File: config.mk
export PLATFORM = sky130hd
export DESIGN_NAME = ms_countdown_timer
export DESIGN_NICKNAME = d
export VERILOG_FILES = /design/src/rtl/ms_countdown_timer.sv
export SDC_FILE = /design/constraint.sdc
export NUM_CORES = 1
export LEC_CHECK = 0
export CAP_MARGIN = 10
export CORE_AREA = 4 4 51 49
export DETAILED_ROUTE_END_ITERATION = 12
export DIE_AREA = 0 0 55 53
export GPL_TIMING_DRIVEN = 0
export PLACE_DENSITY = 0.74
export SYNTH_ARGS = -nofsm -noshare
export SYNTH_HDL_FRONTEND = slang
export SYNTH_SLANG_ARGS = --single-unit
File: constraint.sdc
create_clock -name clk -period 2.2 [get_ports clk]
set_input_delay 0.44 -clock clk [delete_from_list [all_inputs] [get_ports clk]]
set_output_delay 0.44 -clock clk [all_outputs]
set_load 0.02 [all_outputs]
File: src/rtl/ms_countdown_timer.sv
// ms_countdown_timer
// Minutes:seconds countdown timer built from three cascaded BCD digit counters
// (seconds units MOD10, seconds tens MOD6, minutes MOD10) with a tick prescaler.
//
// Parameters:
//   TICK_DIV    enabled clk cycles per one-second decrement (1..1024)
// Ports:
//   clk         system clock, rising edge
//   clear       asynchronous active-low reset
//   load        synchronous active-low load of the clamped preset digits
//   enab        count enable, active-high
//   sec_uni_in  preset seconds units (values above 9 clamp to 9)
//   sec_dez_in  preset seconds tens  (values above 5 clamp to 5)
//   min_in      preset minutes       (values above 9 clamp to 9)
//   sec_uni     current seconds units
//   sec_dez     current seconds tens
//   min         current minutes
//   zero        combinational, high when the display reads 0:00
//   done        one-cycle pulse when a tick brings the count to 0:00
module ms_countdown_timer #(
  parameter int unsigned TICK_DIV = 1
) (
  input  logic       clk,
  input  logic       clear,
  input  logic       load,
  input  logic       enab,
  input  logic [3:0] sec_uni_in,
  input  logic [3:0] sec_dez_in,
  input  logic [3:0] min_in,
  output logic [3:0] sec_uni,
  output logic [3:0] sec_dez,
  output logic [3:0] min,
  output logic       zero,
  output logic       done
);

  localparam int unsigned PW = (TICK_DIV > 1) ? $clog2(TICK_DIV) : 1;
  localparam logic [PW-1:0] PresMax = PW'(TICK_DIV - 1);

  logic [3:0]    uni_q, uni_d;
  logic [3:0]    dez_q, dez_d;
  logic [3:0]    min_q, min_d;
  logic [PW-1:0] pres_q, pres_d;
  logic          done_q, done_d;

  assign sec_uni = uni_q;
  assign sec_dez = dez_q;
  assign min     = min_q;
  assign done    = done_q;
  assign zero    = (uni_q == 4'd0) && (dez_q == 4'd0) && (min_q == 4'd0);

  always_comb begin
    uni_d  = uni_q;
    dez_d  = dez_q;
    min_d  = min_q;
    pres_d = pres_q;
    done_d = 1'b0;
    if (!load) begin
      // Load wins over any tick in the same cycle.
      uni_d  = (sec_uni_in > 4'd9) ? 4'd9 : sec_uni_in;
      dez_d  = (sec_dez_in > 4'd5) ? 4'd5 : sec_dez_in;
      min_d  = (min_in > 4'd9) ? 4'd9 : min_in;
      pres_d = '0;
    end else if (zero) begin
      // Terminal: no ticks at 0:00, so no wrap to 9:59 and no repeat done.
      pres_d = '0;
    end else if (enab) begin
      if (pres_q == PresMax) begin
        pres_d = '0;
        // Tick: decrement with cascaded borrow. Minutes never borrow since
        // zero suppresses ticks.
        if (uni_q == 4'd0) begin
          uni_d = 4'd9;
          if (dez_q == 4'd0) begin
            dez_d = 4'd5;
            min_d = min_q - 4'd1;
          end else begin
            dez_d = dez_q - 4'd1;
          end
        end else begin
          uni_d = uni_q - 4'd1;
        end
        done_d = (min_q == 4'd0) && (dez_q == 4'd0) && (uni_q == 4'd1);
      end else begin
        pres_d = pres_q + PW'(1);
      end
    end
  end

  always_ff @(posedge clk or negedge clear) begin
    if (!clear) begin
      uni_q  <= 4'd0;
      dez_q  <= 4'd0;
      min_q  <= 4'd0;
      pres_q <= '0;
      done_q <= 1'b0;
    end else begin
      uni_q  <= uni_d;
      dez_q  <= dez_d;
      min_q  <= min_d;
      pres_q <= pres_d;
      done_q <= done_d;
    end
  end

endmodule

==> summary.txt <==
Worst setup path
  – Reg2reg setup slack: 260 ps
  – Element type at the critical path start: flip-flop
  – CP Class: flip-flop to primary output
  – Crit Path Max Fanout: 4
  – RR Startpoint: sec_dez[1]
  – Worst R2R Path Depth: 4
  – CP Capture Type: primary output
  – CP Data Required Time: 1760 ps
  – R2r endpoint: min[2]
  – Crit path DAT: 1640 ps

Timing
  – Slew headroom: 58.7%
  – Slew Limit Fails: 0
  – # setup viols final: 0
  – FMAX: 0.481 GHz
  – Tmin final: 2080 ps
  – Worst Tran Pin Value: 617 ps
  – Clock Skews: 7.62 ps
  – Tcrit/Tclk final: 94.4%
  – RSZ-0062 raised after global routing: false
  – Setup TNS: 0 ps
  – Final hold vios: 0

Layout
  – Nets: 136
  – Final core utilization: 57.4%
  – Fill cells: 187
  – Area grow syn2layout: 48.0%
  – Fraction of layout cells with a size suffix above 1: 16.2%
  – Antenna diodes: 0

Detailed routing
  – Post-DR wirelength/cell: 14.4 um
  – Vias/cell: 5.51
  – ANT nets after route: 0
  – DRT Pass-1 Iters: 4
  – # DRC: 0
  – DR vias: 794
  – Routed WL: 2.07 mm
  – Initial DRC Count: 16

Global route
  – Vias in the first global route: 747
  – First-pass GRT wire length: 3.20 mm
  – Pin count of the biggest net entering global routing: 14
  – Antenna violations before repair: 0
  – Total congestion overflow: 0
  – Gr usage total: 15.7%

Clocking
  – Hold bufs inserted after CTS: 0
  – CTS tree: built
  – TritonCTS Buffers: 3
  – CTS Buffer Depth: 2
  – Clock root buffer: clkbuf_4
  – Clk sinks: 13
  – Worst skew pair latency: 280 ps
  – Clock transition at path regs: 80 ps
  – H-tree lvl count: 1

Synthesis
  – Post-synth ARST share: 100%
  – Avg Inst Size Synth: 9.45 um2
  – Count leader, synth: dfrtp_1
  – Syn Nets: 101
  – Ys flop type: dfrtp_1
  – Post-synth cell types: 28
  – Register area share after synthesis: 41.5%
  – Synthesis Warnings: 0
  – Top cells by area, synth: dfrtp_1, nor2_1, a22o_1, a21oi_1, o21ai_0
  – Post-synth top area cell: dfrtp_1
  – Post-synth top area share: 41.5%
  – Mapped Cells: 83
  – Number of synthesized flops with an enable pin: 0
  – Commonest cells post-synth: dfrtp_1, nor2_1, a21oi_1, inv_1, o21ai_0
  – Mapped cell area: 785 um2
  – #FFs+latches synth: 13

Floorplan
  – Die area: 2920 um2
  – Core area: 2020 um2
  – FP Rows: 16
  – Die span in y: 53 um
  – Die X: 55 um
  – Num ports: 30
  – Initial core utilization: 38.8%

Min path
  – Worst Hold Class: input port to flip-flop
  – Hold endpoint: done
  – HP Start: enab
  – Hold depth: 3

Power and ir drop
  – Maximum vdd drop: 0.318 mV
  – PD cells: 544 nW/um2
  – LEAKAGE: 0.462 nW

Place
  – Gp weighted congestion: 0.741
  – DP HPWL: 1.53 mm
  – Port buffer count: 28

Outcome
  – Outcome: finished, final reports clean

Run
  – MaxCap Viol Count: 0
[metal layers]
layer	wire length, um	vias to the layer above	part of all wire [%]	global-route usage (%)
met3	129	5	6.2	2.25
met4	44	0	2.1	8.50
met2	1050	25	51	27.4
met5	0	-	0	0
li1	-	373	-	-
met1	848	391	41	18.0
[cell families after synthesis]
family	share of synthesized area, %
adder cells (fa/ha/maj)	3.19
AND/OR/NAND/NOR	21.7
multiplexers	5.42
AO/OA/AOI/OAI	20.3
flip-flops	41.5
buffers and inverters	5.74
XOR/XNOR	2.23
[how the worst max path moves through the flow]
stage / startpoint / endpoint / cells past startpoint
after CTS: min[0] / zero / 6
after global placement: min[0] / zero / 6
after global routing: min[0] / zero / 6
after detailed placement: min[0] / zero / 6
final: min[0] / zero / 6
after floorplan: min[0] / zero / 5
[flip-flops by register name (all words and copies together) (netlist names)]
register,flops
done,1
min,4
sec_dez,4
sec_uni,4
[power by group]
| group | switching (mW) | leakage [nW] | internal (mW) |
|---|---|---|---|
| clock network | 0.0831 | 0.0150 | 0.0705 |
| registers | 0.0271 | 0.157 | 0.258 |
| logic | 0.0951 | 0.290 | 0.0975 |
[cells in the final DEF (no fill, tap or decap), drive strengths merged, types with 3 or more instances in the layout]
cell type / netlist / final
o21ai: 6 / 6
nor3: 3 / 3
nor2: 12 / 12
clkdlybuf4s50: 0 / 26
clkbuf: 3 / 7
nor4: 4 / 4
inv: 6 / 6
nand2: 3 / 3
a22o: 5 / 5
dfrtp: 13 / 13
a21oi: 6 / 6
buf: 1 / 4
[metrics by stage]
stage | cells | power [mW] | cell area (um2) | worst slack (ps) | hold WS [ps]
after floorplan | 83 | 0.383 | 785 | 56.5 | 144
after global placement | 138 | 0.471 | 1100 | -482 | 558
after detailed placement | 138 | 0.475 | 1100 | -518 | 566
after CTS | 143 | 0.635 | 1160 | 21.6 | 558
after global routing | 144 | 0.664 | 1160 | 14.1 | 539
final | 144 | 0.631 | 1160 | 123 | 524
[worst max-delay path, cell delays in order (launching register included)]
cell      delay [ps]
dfrtp_1          420
inv_1            100
ha_1             150
nor3b_4          210
nand4b_1         180
nor2_1           120
buf_2            170
[area by class of cell]
cell class                      instances  area, um2  share of cell area (%)
Multi-Input combinational cell         60        438                    37.7
Sequential cell                        13        325                    28.0
Timing Repair Buffer                   30        293                    25.2
Tap cell                               27       33.8                    2.91
Clock buffer                            4       26.3                    2.26
Buffer                                  4       22.5                    1.94
Inverter                                6       22.5                    1.94
[timing repair]
item / in CTS / in global routing
pin swaps: 0 / 0
endpoints found under the setup margin: 2 / 3
buffers inserted: 1 / 1
hold endpoints to repair: 0 / 0
resized for setup: 7 / 2
Note: power is estimated with default switching activity, not from simulation.
